### src/rtl/cea861d_timing_detector.sv
// cea861d_timing_detector: CEA-861-D sync/de timing measurement, lock and pixel coordinates; TIMING_DETECT_ERR_CNT_EN enables err_cnt_o
module cea861d_timing_detector #(
  parameter int TOTAL_X      = 2200,
  parameter int TOTAL_Y      = 1125,
  parameter int ACTIVE_X     = 1920,
  parameter int ACTIVE_LINES = 1080,
  parameter int HSYNC_WIDTH  = 44,
  parameter int VSYNC_WIDTH  = 5,
  parameter int LOCK_FRAMES  = 2
) (
  input  logic        clk_i,
  input  logic        rst_i,
  input  logic        hsync_i,
  input  logic        vsync_i,
  input  logic        de_i,
  output logic        de_o,
  output logic [11:0] x_o,
  output logic [10:0] y_o,
  output logic        sof_o,
  output logic        locked_o,
  output logic        timing_err_o,
  output logic [11:0] meas_total_x_o,
  output logic [10:0] meas_total_y_o,
  output logic [11:0] meas_active_x_o,
  output logic [10:0] meas_lines_o,
  output logic [15:0] err_cnt_o
);
  localparam logic [11:0] TX = 12'(TOTAL_X);
  localparam logic [11:0] AX = 12'(ACTIVE_X);
  localparam logic [11:0] HW = 12'(HSYNC_WIDTH);
  localparam logic [10:0] TY = 11'(TOTAL_Y);
  localparam logic [10:0] AL = 11'(ACTIVE_LINES);
  localparam logic [10:0] VW = 11'(VSYNC_WIDTH);
  localparam int WD = 2 * TOTAL_Y * TOTAL_X;
  localparam int WW = $clog2(WD);
  localparam int GW = $clog2(LOCK_FRAMES + 1);
  typedef enum logic [1:0] {SEARCH, MEASURE, LOCKED} state_t;
  state_t state, state_n;
  logic hs_r, vs_r, de_r, hs_p, vs_p, de_p;
  logic hs_rise, hs_fall, vs_rise, vs_fall, de_rise, de_fall;
  logic hs_seen, first, line_bad, bad_now, match, wd_fire, err_q, err_n;
  logic [11:0] px, px_inc, hw, ax, line_len, hs_width, act_x, len_cur, hw_cur, ax_cur, x_cnt;
  logic [10:0] ln, ln_inc, vw, al, vs_width, y_cnt;
  logic [WW-1:0] wd;
  logic [GW-1:0] good, good_n;
  assign hs_rise = hs_r & ~hs_p;
  assign hs_fall = ~hs_r & hs_p;
  assign vs_rise = vs_r & ~vs_p;
  assign vs_fall = ~vs_r & vs_p;
  assign de_rise = de_r & ~de_p;
  assign de_fall = ~de_r & de_p;
  assign px_inc = &px ? px : px + 1'b1;
  assign ln_inc = &ln ? ln : ln + 1'b1;
  assign len_cur = hs_rise & hs_seen ? px_inc : line_len;
  assign hw_cur = hs_fall ? hw : hs_width;
  assign ax_cur = de_fall ? ax : act_x;
  assign bad_now = line_bad | (hs_rise & hs_seen & (px_inc != TX)) | (hs_fall & (hw != HW)) | (de_fall & (ax != AX));
  assign match = (len_cur == TX) & (ln_inc == TY) & (ax_cur == AX) & (al == AL) & (hw_cur == HW) & (vs_width == VW) & ~bad_now;
  assign wd_fire = wd == WW'(WD - 1);
  assign de_o = de_r;
  assign x_o = de_rise ? '0 : x_cnt;
  assign y_o = de_rise ? (first ? '0 : y_cnt + 1'b1) : y_cnt;
  assign sof_o = de_rise & first & (state == LOCKED);
  assign locked_o = state == LOCKED;
  assign timing_err_o = err_q;
  always_comb begin
    state_n = state;
    good_n = good;
    err_n = 1'b0;
    if (vs_rise) begin
      if (state == SEARCH) begin
        state_n = MEASURE;
        good_n = '0;
      end else if (!match) begin
        state_n = MEASURE;
        good_n = '0;
        err_n = 1'b1;
      end else if (state == MEASURE) begin
        good_n = good + 1'b1;
        state_n = good_n == GW'(LOCK_FRAMES) ? LOCKED : MEASURE;
      end
    end else if (wd_fire && state != SEARCH) begin
      state_n = SEARCH;
      good_n = '0;
      err_n = 1'b1;
    end
  end
  always_ff @(posedge clk_i) begin
    if (rst_i) begin
      {hs_r, vs_r, de_r, hs_p, vs_p, de_p} <= '0;
      {hs_seen, first, line_bad, err_q} <= '0;
      {px, hw, ax, line_len, hs_width, act_x, x_cnt} <= '0;
      {ln, vw, al, vs_width, y_cnt} <= '0;
      wd <= '0;
      good <= '0;
      state <= SEARCH;
      {meas_total_x_o, meas_total_y_o, meas_active_x_o, meas_lines_o} <= '0;
    end else begin
      {hs_r, vs_r, de_r} <= {hsync_i, vsync_i, de_i};
      {hs_p, vs_p, de_p} <= {hs_r, vs_r, de_r};
      px <= hs_rise ? '0 : px_inc;
      hs_seen <= hs_seen | hs_rise;
      line_len <= len_cur;
      hw <= hs_rise ? 12'd1 : hs_r & ~&hw ? hw + 1'b1 : hw;
      hs_width <= hw_cur;
      ax <= de_rise ? 12'd1 : de_r & ~&ax ? ax + 1'b1 : ax;
      act_x <= ax_cur;
      ln <= vs_rise ? '0 : hs_rise ? ln_inc : ln;
      vw <= vs_rise ? {10'd0, hs_rise} : vs_r & hs_rise & ~&vw ? vw + 1'b1 : vw;
      vs_width <= vs_fall ? vw : vs_width;
      al <= vs_rise ? {10'd0, de_rise} : de_rise & ~&al ? al + 1'b1 : al;
      line_bad <= ~vs_rise & bad_now;
      wd <= vs_rise | wd_fire ? '0 : wd + 1'b1;
      state <= state_n;
      good <= good_n;
      err_q <= err_n;
      first <= vs_rise | (first & ~de_rise);
      x_cnt <= de_r ? x_o + 1'b1 : x_cnt;
      y_cnt <= y_o;
      if (vs_rise) begin
        meas_total_x_o <= len_cur;
        meas_total_y_o <= ln_inc;
        meas_active_x_o <= ax_cur;
        meas_lines_o <= al;
      end
    end
  end
`ifdef TIMING_DETECT_ERR_CNT_EN
  always_ff @(posedge clk_i)
    err_cnt_o <= rst_i ? '0 : err_q & ~&err_cnt_o ? err_cnt_o + 1'b1 : err_cnt_o;
`else
  assign err_cnt_o = '0;
`endif
endmodule

### config.mk
export PLATFORM = sky130hd
export DESIGN_NAME = cea861d_timing_detector
export DESIGN_NICKNAME = d
export VERILOG_FILES = /design/src/rtl/cea861d_timing_detector.sv
export SDC_FILE = /design/constraint.sdc
export NUM_CORES = 1
export LEC_CHECK = 0
export CORE_UTILIZATION = 59
export CTS_BUF_LIST = sky130_fd_sc_hd__clkbuf_4 sky130_fd_sc_hd__clkbuf_8
export CTS_CLUSTER_DIAMETER = 60
export DETAILED_ROUTE_END_ITERATION = 12
export HOLD_SLACK_MARGIN = 0.03
export PLACE_DENSITY = 0.91
export SYNTH_ARGS = -nofsm -noshare
export SYNTH_HDL_FRONTEND = slang
export SYNTH_SLANG_ARGS = --single-unit
### constraint.sdc
create_clock -name clk_i -period 3.6 [get_ports clk_i]
set_input_delay 1.08 -clock clk_i [delete_from_list [all_inputs] [get_ports clk_i]]
set_output_delay 1.08 -clock clk_i [all_outputs]
set_load 0.01 [all_outputs]
==> summary.txt <==
Status
  • Status: finished, final reports clean

Timing
  • Unrepaired setup endpoints after global routing: no
  • Setup violations, final: 0
  • Normalized max-slew margin: 0.394
  • Final setup TNS: 0 ns
  • Min Tclk post-route: 3.44 ns
  • FMAX: 291 MHz
  • Final period util: 0.954
  • Least-Margin Pin Slew: 0.908 ns
  • Max-slew violation count: 0
  • Clk_skew: 0.0175 ns
  • Final Hold Viols: 0

Yosys
  • Post-Synth Simple-Gate Area: 0.281
  • Yosys top cell by area: dfxtp_1
  • Main combinational cell family by area after synthesis: simple AND/OR/NAND/NOR gates
  • Compound-Gate Fraction of Synth Area: 0.108
  • Cell variety after synth: 64
  • Ys flop type: dfxtp_1
  • Mux contribution to synthesized area: 0.0217
  • Top-area cell type share of the netlist area: 0.454
  • Mapped Area: 9780 um^2
  • Number of synthesized flops with an enable pin: 0
  • Adder-Cell Fraction of Synth Area: 0.0166
  • Register area share after synthesis: 0.454
  • Top-count cell post-synth: dfxtp_1
  • Synth top area cells: dfxtp_1 45%, nor2_1 7.8%, nand2_1 5.4%
  • Yosys warnings: 0
  • Cells after Synth: 1182
  • Fraction of registers with async set/reset: 0
  • Syn avg cell area: 8.27 um^2
  • Most frequent cells after synthesis: 222 x dfxtp_1, 204 x nor2_1, 141 x nand2_1
  • Seq cells post-synth: 222
  • Xor-xnor portion of the synthesized cell area: 0.0724

Hold path
  • Hold Crit Class: reg2reg

Critical path
  • Arr. time, crit path: 2.36 ns
  • Setup Crit Path Kind: reg2out
  • Slowest stage delay, CP: 0.57 ns
  • CP startpoint kind: flop
  • CP delay by family, top: buffers and inverters
  • Crit. End Element: output pin
  • CP required: 2.52 ns
  • Crit path max fanout: 16
  • CP bufs+invs: 3
  • Slowest CP cell: clkdlybuf4s50_1
  • Critical Path, Cell by Cell: nor2b_4 -> buf_4 -> buf_4 -> and2_2 -> nor2_1 -> clkdlybuf4s50_1
  • Top cell by count, worst path: buf_4

Pwr
  • Net Switching: 0.00113 W
  • Logic pwr share: 0.057
  • Flop pwr share: 0.519
  • Clock Power Share: 0.424
  • Sw Ratio: 0.231
  • Power per standard cell area: 431 nW/um^2
  • Internal: 0.00375 W
  • VDD IR-drop max: 233 uV
  • Pleak: 4.07 nW

Floorplan
  • Die Y: 131 um
  • Core Region: 16100 um^2
  • Die Wd: 131 um
  • # IOs: 94
  • Starting Density: 0.609
  • Site Rows: 46
  • Full die area: 17100 um^2

Global routing
  • Largest net degree at the start of global routing: 71
  • Vias in the first global route: 7537
  • GR Util met1: 0.340
  • Gr ovfl total: 0
  • GRT Max-Usage Layer: met2
  • GRT Util Overall: 0.261
  • Initial antenna violation count: 0
  • First-pass GRT wire length: 35900 um
  • M3 GR Usage: 0.0542
  • Met2 usage: 0.430

CTS
  • CTS Sinks: 222
  • Clk Latency, worst-skew pair: 0.53 ns
  • Number of buffers created by CTS: 36
  • CTS tree: built
  • Hold bufs inserted after CTS: 0
  • Clock buffer depth: 3
  • H-tree Lvls: 2
  • Root buffer cell: clkbuf_8
  • Reg clk slew, reported paths: 0.06 ns

Place
  • GPL Wtd Cong: 0.927
  • Inst Count DP: 1420
  • HPWL after DPL: 15200 um
  • IO Port Bufs: 77

Final layout
  • Area grow syn2layout: 15.7%
  • Net count, final: 1263
  • Final cell count without fillers: 1479
  • ANT cells: 0
  • Share of cells above drive strength 1: 0.0728
  • FILL cells: 1176

Routing
  • Antenna viol nets, final: 0
  • DRC viols: 0
  • Post-Route WL: 22100 um
  • Iteration-0 DRC Markers: 614
  • First-pass iteration count of the detailed router: 5
  • Via count: 8418
  • Mean routed wirelength per cell: 15.0 um
  • Via density per instance: 5.69

Job
  • Max_cap viols: 0
## worst reg2reg max path, delay by kind of cell (launching register included)
family                   cells  cell delay [ns]
adder cells (fa/ha/maj)      1             0.34
AO/OA/AOI/OAI                3             0.51
flip-flops                   1             0.43
AND/OR/NAND/NOR              5             1.82
## registers in the layout, indices dropped and copies added, names as in the netlist, 12 cells and up
| signal | count |
|---|---|
| wd | 23 |
| act_x | 12 |
| ax | 12 |
| hs_width | 12 |
| hw | 12 |
| line_len | 12 |
| meas_active_x_o | 12 |
| meas_total_x_o | 12 |
| px | 12 |
| x_cnt | 12 |
## through the flow
step / hold WS [ns] / instance area [um^2] / setup slack (ns) / total power, W / utilization
detailed placement: 0.445 / 10600 / 0.368 / 0.00286 / 0.660
finish: 0.450 / 11300 / 0.165 / 0.00488 / 0.705
global placement: 0.423 / 10600 / 0.498 / 0.00285 / 0.660
CTS: 0.453 / 11300 / 0.0755 / 0.00491 / 0.703
global route: 0.469 / 11300 / 0.0663 / 0.00507 / 0.705
floorplan: 0.413 / 9840 / 0.788 / 0.00277 / -
## layout by cell type (no fill, tap or decap), drive strengths merged, types with 3 or more instances in the layout
cell / count
a211oi: 29
ha: 13
nand3b: 3
a21oi: 82
nor3: 40
and2: 17
a31oi: 11
nor4b: 5
mux2i: 19
dfxtp: 222
nor4: 11
nand2: 141
nor2: 204
a41oi: 3
a21o: 3
nand2b: 13
o2111ai: 4
nand3: 43
conb: 16
or3: 9
nand4: 29
nor4bb: 4
clkbuf: 52
xnor2: 29
o21ai: 15
and3: 17
and4: 8
clkdlybuf4s50: 75
or4b: 3
buf: 17
xor2: 51
inv: 17
nor2b: 19
or4: 6
## final cells by class
| type | instances | area [um^2] | share of cell area |
|---|---|---|---|
| clock buffers | 52 | 653 | 0.0577 |
| clock inverters | 4 | 25.0 | 0.00221 |
| inverters | 17 | 63.8 | 0.00564 |
| multi-input cells | 875 | 4970 | 0.439 |
| flip-flops and latches | 222 | 4440 | 0.393 |
| well taps | 216 | 270 | 0.0239 |
| repair buffers | 93 | 891 | 0.0787 |
## cell families (layout without fill, tap and decap cells)
family                   count (synthesis)  in the layout
flip-flops                             222            222
buffers and inverters                  100            166
XOR/XNOR                                80             80
AO/OA/AOI/OAI                          169            169
AND/OR/NAND/NOR                        576            576
adder cells (fa/ha/maj)                 13             13
other                                    1             16
multiplexers                            21             21
## metal layers
metal | wire [um] | part of all wire
met3 | 1250 | 0.057
met5 | 0 | 0
met4 | 499 | 0.023
met2 | 10500 | 0.48
met1 | 9820 | 0.44
## timing repair
action | in CTS | in global routing
endpoints found under the setup margin | 9 | 7
gates resized for setup | 3 | 3
buffers inserted | 0 | 3
## power by group through the flow
stage	clock network (W)	logic [W]	registers [W]
global placement	0	0.000267	0.00258
CTS	0.00210	0.000276	0.00253
detailed placement	0	0.000272	0.00258
floorplan	0	0.000192	0.00258
finish	0.00207	0.000280	0.00253
global route	0.00222	0.000310	0.00254
## path summary, 6_finish.rpt
kind / start / to / depth (start not counted) / slack (ns)
hold / removal: vs_width[0]$_SDFFE_PP0P_ / vs_width[0]$_SDFFE_PP0P_ / 2 / 0.45
hold reg to reg: vs_width[0]$_SDFFE_PP0P_ / vs_width[0]$_SDFFE_PP0P_ / 2 / 0.45
setup reg to reg: px[0]$_SDFF_PP0_ / good[0]$_SDFFE_PP0P_ / 9 / 0.44
setup / recovery: de_p$_SDFF_PP0_ / y_o[5] / 6 / 0.16
Power figures use the tool's default switching activity.
